[config.mk]
export PLATFORM = sky130hd
export DESIGN_NAME = bird_motion
export DESIGN_NICKNAME = d
export VERILOG_FILES = /design/src/rtl/bird_motion.sv
export SDC_FILE = /design/constraint.sdc
export NUM_CORES = 1
export LEC_CHECK = 0
export CELL_PAD_IN_SITES_DETAIL_PLACEMENT = 1
export CELL_PAD_IN_SITES_GLOBAL_PLACEMENT = 1
export CORE_MARGIN = 4
export CORE_UTILIZATION = 40
export DETAILED_ROUTE_END_ITERATION = 16
export PLACE_DENSITY = 0.83
export REMOVE_ABC_BUFFERS = 1
export SYNTH_ARGS = -nofsm -noshare
export SYNTH_HDL_FRONTEND = slang
export SYNTH_SLANG_ARGS = --single-unit
[constraint.sdc]
create_clock -name clk -period 4.8 [get_ports clk]
set_input_delay 0.72 -clock clk [delete_from_list [all_inputs] [get_ports clk]]
set_output_delay 0.72 -clock clk [all_outputs]
set_load 0.1 [all_outputs]
[src/rtl/bird_motion.sv]
// bird_motion: per-frame bird physics and game-phase FSM.
// In: clk, RESET_N, move, flap, start, collide. Out: bird_x/y/vy, phase, hit_floor.
module bird_motion #(
  parameter int W        = 11,
  parameter int VW       = 8,
  parameter int X_POS    = 125,
  parameter int Y_START  = 360,
  parameter int Y_MIN    = 0,
  parameter int Y_MAX    = 700,
  parameter int GRAVITY  = 1,
  parameter int FLAP_VEL = -12,
  parameter int V_MAX    = 8
) (
  input  logic                 clk,
  input  logic                 RESET_N,
  input  logic                 move,
  input  logic                 flap,
  input  logic                 start,
  input  logic                 collide,
  output logic [W-1:0]         bird_x,
  output logic [W-1:0]         bird_y,
  output logic signed [VW-1:0] bird_vy,
  output logic [1:0]           phase,
  output logic                 hit_floor
);

  localparam logic [1:0] S_IDLE  = 2'd0;
  localparam logic [1:0] S_PLAY  = 2'd1;
  localparam logic [1:0] S_DYING = 2'd2;
  localparam logic [1:0] S_DEAD  = 2'd3;

  localparam logic [W-1:0] X_W = W'(X_POS);
  localparam logic [W-1:0] YS_W = W'(Y_START);
  localparam logic [W-1:0] YMIN_W = W'(Y_MIN);
  localparam logic [W-1:0] YMAX_W = W'(Y_MAX);
  localparam logic signed [W+1:0] YMIN_S = (W+2)'(Y_MIN);
  localparam logic signed [W+1:0] YMAX_S = (W+2)'(Y_MAX);
  localparam logic signed [VW:0] GRAV_S = (VW+1)'(GRAVITY);
  localparam logic signed [VW:0] VMAX_S = (VW+1)'(V_MAX);
  localparam logic signed [VW-1:0] VMAX_V = VW'(V_MAX);
  localparam logic signed [VW-1:0] FLAP_V = VW'(FLAP_VEL);

  logic [1:0]           phase_q, phase_d;
  logic [W-1:0]         y_q, y_d;
  logic signed [VW-1:0] vy_q, vy_d;
  logic                 pend_q, pend_d;
  logic                 hit_q, hit_d;

  logic                 flap_eff;
  logic signed [VW:0]   vy_sum;
  logic signed [VW-1:0] vy_grav;
  logic signed [VW-1:0] vy_step;
  logic signed [W+1:0]  y_new;
  logic                 at_ceil;
  logic                 at_floor;

  // Flap only counts while playing and not being knocked out this clk.
  assign flap_eff = (phase_q == S_PLAY) && !collide
                  && (pend_q || flap);

  // One extra bit so vy + g cannot wrap before the terminal clamp.
  assign vy_sum  = {vy_q[VW-1], vy_q} + GRAV_S;
  assign vy_grav = (vy_sum > VMAX_S) ? VMAX_V
                                     : vy_sum[VW-1:0];
  assign vy_step = flap_eff ? FLAP_V : vy_grav;

  assign y_new = $signed({2'b00, y_q})
               + {{(W+2-VW){vy_step[VW-1]}}, vy_step};
  assign at_ceil  = y_new < YMIN_S;
  assign at_floor = y_new >= YMAX_S;

  always_comb begin
    phase_d = phase_q;
    y_d     = y_q;
    vy_d    = vy_q;
    pend_d  = pend_q;
    hit_d   = 1'b0;
    unique case (phase_q)
      S_IDLE: begin
        if (start || flap) begin
          phase_d = S_PLAY;
          y_d     = YS_W;
          vy_d    = '0;
          pend_d  = flap;
        end
      end
      S_PLAY, S_DYING: begin
        if (move) begin
          pend_d = 1'b0;
          vy_d   = vy_step;
          if (phase_q == S_PLAY && collide)
            phase_d = S_DYING;
          if (at_ceil) begin
            y_d  = YMIN_W;
            vy_d = '0;
          end else if (at_floor) begin
            y_d     = YMAX_W;
            vy_d    = '0;
            hit_d   = 1'b1;
            phase_d = S_DEAD;
          end else begin
            y_d = y_new[W-1:0];
          end
        end else if (phase_q == S_PLAY) begin
          if (collide) begin
            phase_d = S_DYING;
            pend_d  = 1'b0;
          end else if (flap) begin
            pend_d = 1'b1;
          end
        end
      end
      S_DEAD: begin
        if (start) begin
          phase_d = S_PLAY;
          y_d     = YS_W;
          vy_d    = '0;
          pend_d  = 1'b0;
        end
      end
      default: phase_d = S_IDLE;
    endcase
  end

  always_ff @(posedge clk or negedge RESET_N) begin
    if (!RESET_N) begin
      phase_q <= S_IDLE;
      y_q     <= YS_W;
      vy_q    <= '0;
      pend_q  <= 1'b0;
      hit_q   <= 1'b0;
    end else begin
      phase_q <= phase_d;
      y_q     <= y_d;
      vy_q    <= vy_d;
      pend_q  <= pend_d;
      hit_q   <= hit_d;
    end
  end

  assign bird_x    = X_W;
  assign bird_y    = y_q;
  assign bird_vy   = vy_q;
  assign phase     = phase_q;
  assign hit_floor = hit_q;

endmodule

==> metrics.txt <==
drt wl/cell=16.4 um; Post-synth top flop=dfrtp_1; Synth Cell Area=~2100 um^2; vias in the first global route=around 1800; post-synthesis async set-or-reset flop share=1.00; HP Class=reg -> reg; total wire length=5210 um; H-tree levels=1; register bit total from synthesis=23; Skew-Pair Late Insertion Delay=about 270 ps; reg-to-reg critical path startpoint=bird_vy[0]; CP startpoint=bird_vy[0]; critical path arrival=4630 ps; Clock transition at path regs=roughly 80 ps; grt total ovfl=0; Root Buffer=clkbuf_8; Max-slew headroom=0.303; Post-CTS Setup Bufs=0; kind of critical path=reg -> reg; die area=6400 um^2; max-cap check violation count=0; NumNets Final=278; initial antenna violation count=0; sequential element share of the synthesized area=0.280; CP Capture Type=register; Clock Path Buffers=2; clock sink count=23; crit path to=bird_vy[3]; I/O pins=39; Post-synth EDFFs=0; Critical Path RT=around 5000 ps; Synth top area share=0.229; Iteration-0 DRC Markers=89; DRC viols=0; RSZ-0062 raised after global routing=false; most common cell in the netlist=a21oi_1; yosys warns=0; CP Launch Type=register; Mean Syn Cell Area=8.94 um^2; # diodes=0; CP max FO=18; Final Max Slew Viols=0; run status=finished, final reports clean; Site Rows=25; Final Skew=slightly below 7 ps; Antenna Nets Post-Route=0; Final min period=4430 ps; Max Clk Rate=226 MHz; Die Span X=80.0 um; r2r setup slk=370 ps; total global-route track usage=0.170; worst slew pin tran=around 1000 ps; Starting Density=0.425; RR Endpoint=bird_vy[3]; GPL Wtd Cong=0.865; First-pass DRT Iterations=4; Die Height=80.0 um; core footprint=4880 um^2; CTS tree=done; final worst-path cycle share=0.924; IO Port Bufs=27; largest net degree at the start of global routing=24; Syn Inst Count=232; synth unique cells=57; first-pass GRT wire length=8690 um; largest area contributor in the netlist=dfrtp_1; Vias per Instance=~5.6; share of cells above drive strength 1=0.0717; largest cells by area after synthesis=dfrtp_1, ha_1, xnor2_1; final setup vio count=0; hold violation count in the final report=0; Post-synth top cells=a21oi_1, dfrtp_1, ha_1; Area Overhead vs Synth=13.9%; TritonCTS buffer count=3; R2R cell count=14; Total Neg Setup Slack=0 ps; Final HPWL DP=around 4200 um; DR vias=1785
-- layer usage --
layer  wire length (um)  vias to the layer above  track usage
met1               2440                      881        0.226
met5                  0                        -            0
met4                 61                        0       0.0490
met2               2590                       29        0.293
li1                   -                      869            -
met3                121                        6       0.0147
-- critical path, cell delays in order (launching register included) --
cell and delay [ps]:
dfrtp_1 450, ha_1 300, and4_1 290, o21ai_0 180
a21oi_1 80, a311oi_1 460, and3_1 350, ha_1 270
a21oi_1 300, o22ai_2 160, or2_4 270, a311oi_2 300
xnor2_1 240, o211a_2 480, a32o_1 230
-- area by class of cell --
cell class              instances  area (um^2)
multi-input cells             185         1340
repair buffers                 27          270
well taps                      67         83.8
inverters                      12         45.0
flip-flops and latches         23          581
clock buffers                   4         45.0
fillers                       610         2520
-- how the worst min path moves through the flow --
stage	from	to	slack [ps]	cells past startpoint
after floorplan	RESET_N	bird_vy[0]	420	0
after global placement	bird_y[0]	bird_y[0]	520	1
after detailed placement	bird_y[0]	bird_y[0]	530	1
after CTS	bird_y[0]	bird_y[0]	540	1
after global routing	bird_y[5]	bird_y[5]	570	2
final	bird_y[0]	bird_y[0]	540	1
-- kinds of logic (layout without fill, tap and decap cells) --
family | count (synthesis) | in the layout | synth area share
AO/OA/AOI/OAI | 82 | 82 | 0.292
AND/OR/NAND/NOR | 56 | 56 | 0.138
buffers and inverters | 33 | 43 | 0.0911
flip-flops | 23 | 23 | 0.280
adder cells (fa/ha/maj) | 20 | 20 | 0.124
XOR/XNOR | 16 | 16 | 0.0712
other | 2 | 11 | 0.00362
-- metrics by stage --
step	cells	worst slack [ps]	utilization	instance area (um^2)	hold slack, ps
after floorplan	220	241	-	1960	424
after detailed placement	314	273	0.475	2320	532
after CTS	318	236	0.484	2360	543
after global routing	318	22.1	0.484	2360	566
final	318	367	0.484	2360	536
after global placement	314	430	0.475	2320	519
-- flip-flops by register name (all words and copies together) (netlist names) --
signal	count
bird_y	11
phase	2
pend_q	1
bird_vy	8
hit_floor	1
-- cells in the final DEF, fill, tap and decap left out, types with 2 or more instances in the layout --
master / n
clkdlybuf4s50_1: 27
a21oi_1: 20
ha_1: 19
dfrtp_1: 19
nand2_1: 15
xnor2_1: 14
inv_1: 12
o21ai_0: 11
conb_1: 11
a32o_1: 10
nand3_1: 9
nor2_1: 9
a21o_1: 6
and3_1: 4
nand2b_1: 4
nor2b_1: 4
dfstp_2: 4
o21bai_1: 3
a21boi_0: 3
o211ai_1: 3
clkbuf_8: 3
o22ai_1: 2
or2_2: 2
a311oi_1: 2
a311oi_2: 2
o31ai_1: 2
and2_1: 2
a22oi_1: 2
-- repair_timing --
action	in CTS	in global routing
gates resized for setup	0	1
setup endpoints to repair	0	17
hold buffers	0	0
Power is left out: the tool's default activity adds up to more than one toggle a clock period on the data nets, which glitch-free logic cannot reach.
